<file path="config.mk">
export PLATFORM = sky130hd
export DESIGN_NAME = prog_rom_fetch_flat
export DESIGN_NICKNAME = d
export VERILOG_FILES = /design/src/rtl/prog_rom_fetch_if.sv /design/src/rtl/prog_rom_fetch.sv /design/src/flat_wrapper.sv
export SDC_FILE = /design/constraint.sdc
export NUM_CORES = 1
export LEC_CHECK = 0
export ABC_CLOCK_PERIOD_IN_PS = 1600
export BUFFER_PORTS_ARGS = -buffer_cell sky130_fd_sc_hd__buf_2
export CORE_ASPECT_RATIO = 0.5
export CORE_MARGIN = 2
export CORE_UTILIZATION = 50
export DETAILED_ROUTE_END_ITERATION = 16
export MAX_ROUTING_LAYER = met4
export PLACE_DENSITY = 0.82
export SETUP_SLACK_MARGIN = 0.3
export SLEW_MARGIN = 20
export SYNTH_ARGS = -nofsm -noshare
export SYNTH_HDL_FRONTEND = slang
export SYNTH_SLANG_ARGS = --single-unit
</file>
<file path="constraint.sdc">
create_clock -name clk -period 1.6 [get_ports clk]
set_input_delay 0.08 -clock clk [delete_from_list [all_inputs] [get_ports clk]]
set_output_delay 0.08 -clock clk [all_outputs]
set_load 0.01 [all_outputs]
</file>
<file path="src/rtl/prog_rom_fetch_if.sv">
// Bundle of the cache-side level request and the SDRAM-side toggle handshake
// signals that pass through the program-ROM fetch bridge.
//
// Handshake rules:
//   cache side: rom_req is a level held high until rom_valid is seen; rom_valid
//               stays high while rom_req stays high; rom_req must drop for at
//               least one clock between requests.
//   sdram side: each read is requested by toggling sdr_req; the read completes
//               when sdr_ack equals sdr_req, at which point sdr_data is valid.
interface prog_rom_fetch_if #(
    parameter int AW     = 18,
    parameter int SDR_AW = 24
);
    logic              rom_req;
    logic [AW-1:0]     rom_addr;
    logic [15:0]       rom_data;
    logic              rom_valid;
    logic              sdr_req;
    logic              sdr_ack;
    logic [SDR_AW-1:0] sdr_addr;
    logic [31:0]       sdr_data;
    logic              flush;

    // Bridge side: serves the cache, drives the SDRAM read port.
    modport slave (
        input  rom_req, rom_addr, sdr_ack, sdr_data, flush,
        output rom_data, rom_valid, sdr_req, sdr_addr
    );

    // Environment side: the cache plus the SDRAM controller.
    modport master (
        output rom_req, rom_addr, sdr_ack, sdr_data, flush,
        input  rom_data, rom_valid, sdr_req, sdr_addr
    );
endinterface

</file>
<file path="src/rtl/prog_rom_fetch.sv">
// Miss-fill bridge between the program-ROM cache and an SDRAM read port.
// Keeps the last 32-bit SDRAM line so the neighbouring 16-bit word is served
// without another SDRAM access.
module prog_rom_fetch #(
    parameter int              AW     = 18,
    parameter int              SDR_AW = 24,
    parameter logic [SDR_AW-1:0] BASE = '0
) (
    input  logic                   clk,
    input  logic                   reset_n,
    prog_rom_fetch_if.slave        bus,
    output logic [1:0]             state_o
);
    localparam logic [1:0] S_IDLE = 2'd0;
    localparam logic [1:0] S_WAIT = 2'd1;
    localparam logic [1:0] S_DONE = 2'd2;

    logic [1:0]        state_q,      state_d;
    logic              sdr_req_q,    sdr_req_d;
    logic [SDR_AW-1:0] sdr_addr_q,   sdr_addr_d;
    logic [15:0]       rom_data_q,   rom_data_d;
    logic              rom_valid_q,  rom_valid_d;
    logic [31:0]       line_q,       line_d;
    logic [AW-2:0]     tag_q,        tag_d;
    logic              line_valid_q, line_valid_d;
    logic [AW-1:0]     addr_q,       addr_d;
    logic              flush_pend_q, flush_pend_d;

    logic              hit;
    logic              ack_seen;
    logic [SDR_AW-1:0] fill_addr;

    assign hit       = line_valid_q && (tag_q == bus.rom_addr[AW-1:1]);
    assign ack_seen  = (bus.sdr_ack == sdr_req_q);
    // Byte address of the 32-bit line holding the requested word; wraps silently.
    assign fill_addr = BASE + SDR_AW'({bus.rom_addr[AW-1:1], 2'b00});

    // Next-state logic for the request FSM and the line buffer.
    always_comb begin
        state_d      = state_q;
        sdr_req_d    = sdr_req_q;
        sdr_addr_d   = sdr_addr_q;
        rom_data_d   = rom_data_q;
        rom_valid_d  = rom_valid_q;
        line_d       = line_q;
        tag_d        = tag_q;
        line_valid_d = line_valid_q;
        addr_d       = addr_q;
        flush_pend_d = flush_pend_q;

        case (state_q)
            S_IDLE: begin
                if (bus.rom_req) begin
                    if (hit) begin
                        rom_data_d  = bus.rom_addr[0] ? line_q[31:16] : line_q[15:0];
                        rom_valid_d = 1'b1;
                        state_d     = S_DONE;
                    end else begin
                        addr_d     = bus.rom_addr;
                        sdr_addr_d = fill_addr;
                        sdr_req_d  = ~sdr_req_q;
                        state_d    = S_WAIT;
                    end
                end
            end
            S_WAIT: begin
                if (bus.flush) begin
                    flush_pend_d = 1'b1;
                end
                if (ack_seen) begin
                    line_d       = bus.sdr_data;
                    tag_d        = addr_q[AW-1:1];
                    line_valid_d = ~flush_pend_q;
                    flush_pend_d = 1'b0;
                    if (bus.rom_req) begin
                        rom_data_d  = addr_q[0] ? bus.sdr_data[31:16] : bus.sdr_data[15:0];
                        rom_valid_d = 1'b1;
                        state_d     = S_DONE;
                    end else begin
                        state_d = S_IDLE;
                    end
                end
            end
            S_DONE: begin
                if (!bus.rom_req) begin
                    rom_valid_d = 1'b0;
                    state_d     = S_IDLE;
                end
            end
            default: begin
                rom_valid_d = 1'b0;
                state_d     = S_IDLE;
            end
        endcase

        // A flush always wins, including over a fill landing on the same edge.
        if (bus.flush) begin
            line_valid_d = 1'b0;
        end
    end

    // State registers with synchronous active-low reset.
    always_ff @(posedge clk) begin
        if (!reset_n) begin
            state_q      <= S_IDLE;
            sdr_req_q    <= 1'b0;
            sdr_addr_q   <= '0;
            rom_data_q   <= '0;
            rom_valid_q  <= 1'b0;
            line_q       <= '0;
            tag_q        <= '0;
            line_valid_q <= 1'b0;
            addr_q       <= '0;
            flush_pend_q <= 1'b0;
        end else begin
            state_q      <= state_d;
            sdr_req_q    <= sdr_req_d;
            sdr_addr_q   <= sdr_addr_d;
            rom_data_q   <= rom_data_d;
            rom_valid_q  <= rom_valid_d;
            line_q       <= line_d;
            tag_q        <= tag_d;
            line_valid_q <= line_valid_d;
            addr_q       <= addr_d;
            flush_pend_q <= flush_pend_d;
        end
    end

    assign bus.sdr_req   = sdr_req_q;
    assign bus.sdr_addr  = sdr_addr_q;
    assign bus.rom_data  = rom_data_q;
    assign bus.rom_valid = rom_valid_q;
    assign state_o       = state_q;
endmodule

</file>
<file path="src/flat_wrapper.sv">
// flat-port wrapper written by rule: the top's interface ports become plain ports
module prog_rom_fetch_flat 
#(
    parameter int              AW     = 18,
    parameter int              SDR_AW = 24,
    parameter logic [SDR_AW-1:0] BASE = '0
)
  (clk, reset_n, state_o, bus_rom_req, bus_rom_addr, bus_sdr_ack, bus_sdr_data, bus_flush, bus_rom_data, bus_rom_valid, bus_sdr_req, bus_sdr_addr);
  prog_rom_fetch_if #(.AW(AW), .SDR_AW(SDR_AW)) bus_i ();
  input  logic clk;
  input  logic reset_n;
  output logic [1:0] state_o;
  input wire logic [$bits(bus_i.rom_req)-1:0] bus_rom_req;
  input wire logic [$bits(bus_i.rom_addr)-1:0] bus_rom_addr;
  input wire logic [$bits(bus_i.sdr_ack)-1:0] bus_sdr_ack;
  input wire logic [$bits(bus_i.sdr_data)-1:0] bus_sdr_data;
  input wire logic [$bits(bus_i.flush)-1:0] bus_flush;
  output wire logic [$bits(bus_i.rom_data)-1:0] bus_rom_data;
  output wire logic [$bits(bus_i.rom_valid)-1:0] bus_rom_valid;
  output wire logic [$bits(bus_i.sdr_req)-1:0] bus_sdr_req;
  output wire logic [$bits(bus_i.sdr_addr)-1:0] bus_sdr_addr;
  assign bus_i.rom_req = bus_rom_req;
  assign bus_i.rom_addr = bus_rom_addr;
  assign bus_i.sdr_ack = bus_sdr_ack;
  assign bus_i.sdr_data = bus_sdr_data;
  assign bus_i.flush = bus_flush;
  assign bus_rom_data = bus_i.rom_data;
  assign bus_rom_valid = bus_i.rom_valid;
  assign bus_sdr_req = bus_i.sdr_req;
  assign bus_sdr_addr = bus_i.sdr_addr;
  prog_rom_fetch #(.AW(AW), .SDR_AW(SDR_AW), .BASE(BASE)) u_core (.clk(clk), .reset_n(reset_n), .bus(bus_i), .state_o(state_o));
endmodule
</file>
==> results.md <==
- GR Layer Usage met2: 0.469
- Post-DP HPWL: 7370 microns
- Fin Hold WS: 0.893 ps
- Final ANT Viol Nets: 0
- Pre-antenna DRT Iters: 5
- RSZ-0062 raised after global routing: yes
- P_leak: 2.92 nW
- Sequential area share after synthesis: 0.402
- Setup Viol. Count Final: 38
- Max Clk Rate: 0.553 GHz
- Worst slew pin tran: 606 ps
- CP cell instances: xnor2_2, nand4_1, nor3_4, a32oi_2, buf_12, a21oi_1
- Hold WC Path Type: primary input to register
- Share of layout cells above drive strength 1: 0.416
- Fin crit share: 1.13
- CP Capture Type: register
- CTS buffer count: 9
- Clk buf depth: 2
- Design Area, Final: 6600 sq um
- Avg Inst Size Synth: 8.29 sq um
- Total Routing Usage GR: 0.284
- Post-synthesis cell area: 4430 sq um
- Worst EP arrival: 2070 ps
- Synthesized flop and latch total: 89
- Routing usage on met3: 0.0846
- CTS sink cnt: 89
- Gr busiest metal: met2
- Core Util, Final: 0.763
- First-pass GRT wire length: 20700 microns
- Largest net degree at the start of global routing: 47
- Outcome: complete, but fails checks
- Setup TNS: -4440 ps
- Design Power: 6.59 mW
- Crit path max-delay cell type: nor3_4
- Root buf cell: clkbuf_16
- NumNets Final: 707
- FP Rows: 24
- Slew headroom: 0.594
- Area after DPL: 4950 sq um
- I/O pins: 99
- Leading area contributor after synthesis: dfxtp_1
- Final hold violation count: 0
- CP Class: register to register
- Post-route DRC: 0
- Worst path required time: 1860 ps
- Final Max Tran Viols: 0
- Clock transition at path regs: 70 ps
- Max-cap violations: 0
- Synth top area cells: dfxtp_1, mux2i_1, nand2_1, nand4_1, a21oi_1
- Reg area: 1800 sq um
- Iteration-0 DRC count of the detailed router: 608
- Cell variety after synth: 29
- Die area: 9670 sq um
- Main synth FF type: dfxtp_1
- Port bufs: 91
- WL final: 17700 microns
- Delay-heaviest family, CP: simple AND/OR/NAND/NOR gates
- Post-synth EDFFs: 0
- Crit path buf inv count: 1
- Final Critical Period: 1810 ps
- Syn Inst Count: 534
- Die Y: 70.5 microns
- Worst-path maximum fanout: 18
- Later-pin clock latency in the skew report: 360 ps
- Multi-input logic area: 2860 sq um
- Area grow syn2layout: 49.0%
- Peak VDD IR: 0.653 mV
- Clock Skew: 7.64 ps
- Initial core utilization: 0.512
- Vias in the first global route: 4369
- Routability Congestion: 0.838
- # fillers: 455
- Core Area: 8650 sq um
- Violated checks: setup timing
- Die Width: 137 microns
- Met1 GRT Util: 0.319
- Yosys top cell area share: 0.402
- Synth warnings: 0
- Ys async rst share: 0
- CP Launch Type: register
- Critical path's largest stage delay: 370 ps
- PwrDens: 999 nW/um^2
- Wire per inst: 22.9 microns
- Vias/cell: 6.63
- Max H-tree Level: 3
- GRT Residual Overflow: 0
- Final Worst Setup Slack: -207 ps
- TritonCTS clock tree: yes
- Initial antenna violation count: 1
- Vias: 5135
[report_power, final]
| part | switching, mW | leakage (nW) | internal, mW |
|---|---|---|---|
| registers | 0.173 | 0.732 | 2.37 |
| logic | 0.870 | 2.02 | 0.734 |
| clock network | 0.947 | 0.169 | 1.50 |
[cells by family (layout without fill, tap and decap cells)]
kind of cell           count (synthesis)  in the layout  synth area share
other                                  1              8          0.000847
multiplexers                          48             48             0.109
flip-flops                            89             89             0.402
buffers and inverters                 73            189            0.0899
XOR/XNOR                              18             18            0.0356
AND/OR/NAND/NOR                      233            234             0.264
AO/OA/AOI/OAI                         72             72            0.0983
[through the flow]
| stage | worst slack [ps] | std cells |
|---|---|---|
| detailed placement | 34.9 | 702 |
| global placement | 120 | 702 |
| finish | -207 | 775 |
| CTS | 33.6 | 759 |
| floorplan | 130 | 540 |
| global route | -447 | 775 |
[synthesized netlist by cell type, types with 2 or more instances]
master    count
nand2b_1      3
nor2_1        3
nor3_1        2
nand3_1      19
dfxtp_1      89
o22a_1       16
a21oi_1      51
buf_4        25
buf_2         6
nand4b_1     18
or2_2         2
clkbuf_1     36
xnor2_1      18
nand2_1     121
nand4_1      60
mux2i_1      48
a21boi_0      2
buf_1         2
buf_6         3
[path summary, 6_finish.rpt]
kind / startpoint / end / slack [ps] / cells past startpoint
hold / removal: bus_sdr_data[3] / u_core.line_q[3] / 0.9 / 3
setup reg to reg: u_core.tag_q[1] / u_core.bus.rom_valid / -210 / 6
hold reg to reg: u_core.line_q[25] / u_core.line_q[25] / 460 / 2
setup / recovery: u_core.tag_q[1] / u_core.bus.rom_valid / -210 / 6
[tightest hold or removal path: cells and delay by family]
family                 cells  cell delay [ps]
AO/OA/AOI/OAI              1               50
AND/OR/NAND/NOR            1               60
buffers and inverters      1              120
[registers in the layout (all words and copies together) (netlist names)]
signal / cells
u_core.bus.rom_data: 16
u_core.bus.rom_valid: 1
u_core.tag_q: 17
u_core.line_valid_q: 1
u_core.line_q: 32
u_core.bus.sdr_addr: 1
u_core.bus.sdr_req: 1
u_core.addr_q: 17
u_core.state_o: 2
u_core.flush_pend_q: 1
[routing by layer]
| metal | wire (microns) | vias up |
|---|---|---|
| met4 | 1370 | 0 |
| li1 | - | 2103 |
| met3 | 2050 | 171 |
| met5 | 0 | - |
| met2 | 8010 | 481 |
| met1 | 6290 | 2380 |
[placed cells by master, fill, tap and decap left out, types with 18 or more instances in the layout]
master	count
buf_2	91
dfxtp_1	76
nand2_1	74
nand4_1	60
mux2i_1	48
nand2_4	36
a21oi_2	35
dlygate4sd3_1	30
buf_4	23
nand3_1	19
nand4b_1	18
[final cells by class]
type	instances	share of cell area
antenna	1	0.000379
timing repair buffer	172	0.218
clock inverter	4	0.0112
clock buffer	12	0.0404
inverter	1	0.000569
multi-input combinational	379	0.434
sequential	89	0.273
tap	117	0.0222
[timing repair]
item | in CTS | in global routing
pin swaps | 12 | 75
buffers inserted | 9 | 6
endpoints found under the setup margin | 85 | 87
gates cloned | 2 | 9
resized for setup | 34 | 140
hold buffers | 30 | 0
endpoints found under the hold margin | 30 | 0
(Power assumes the default switching activity.)
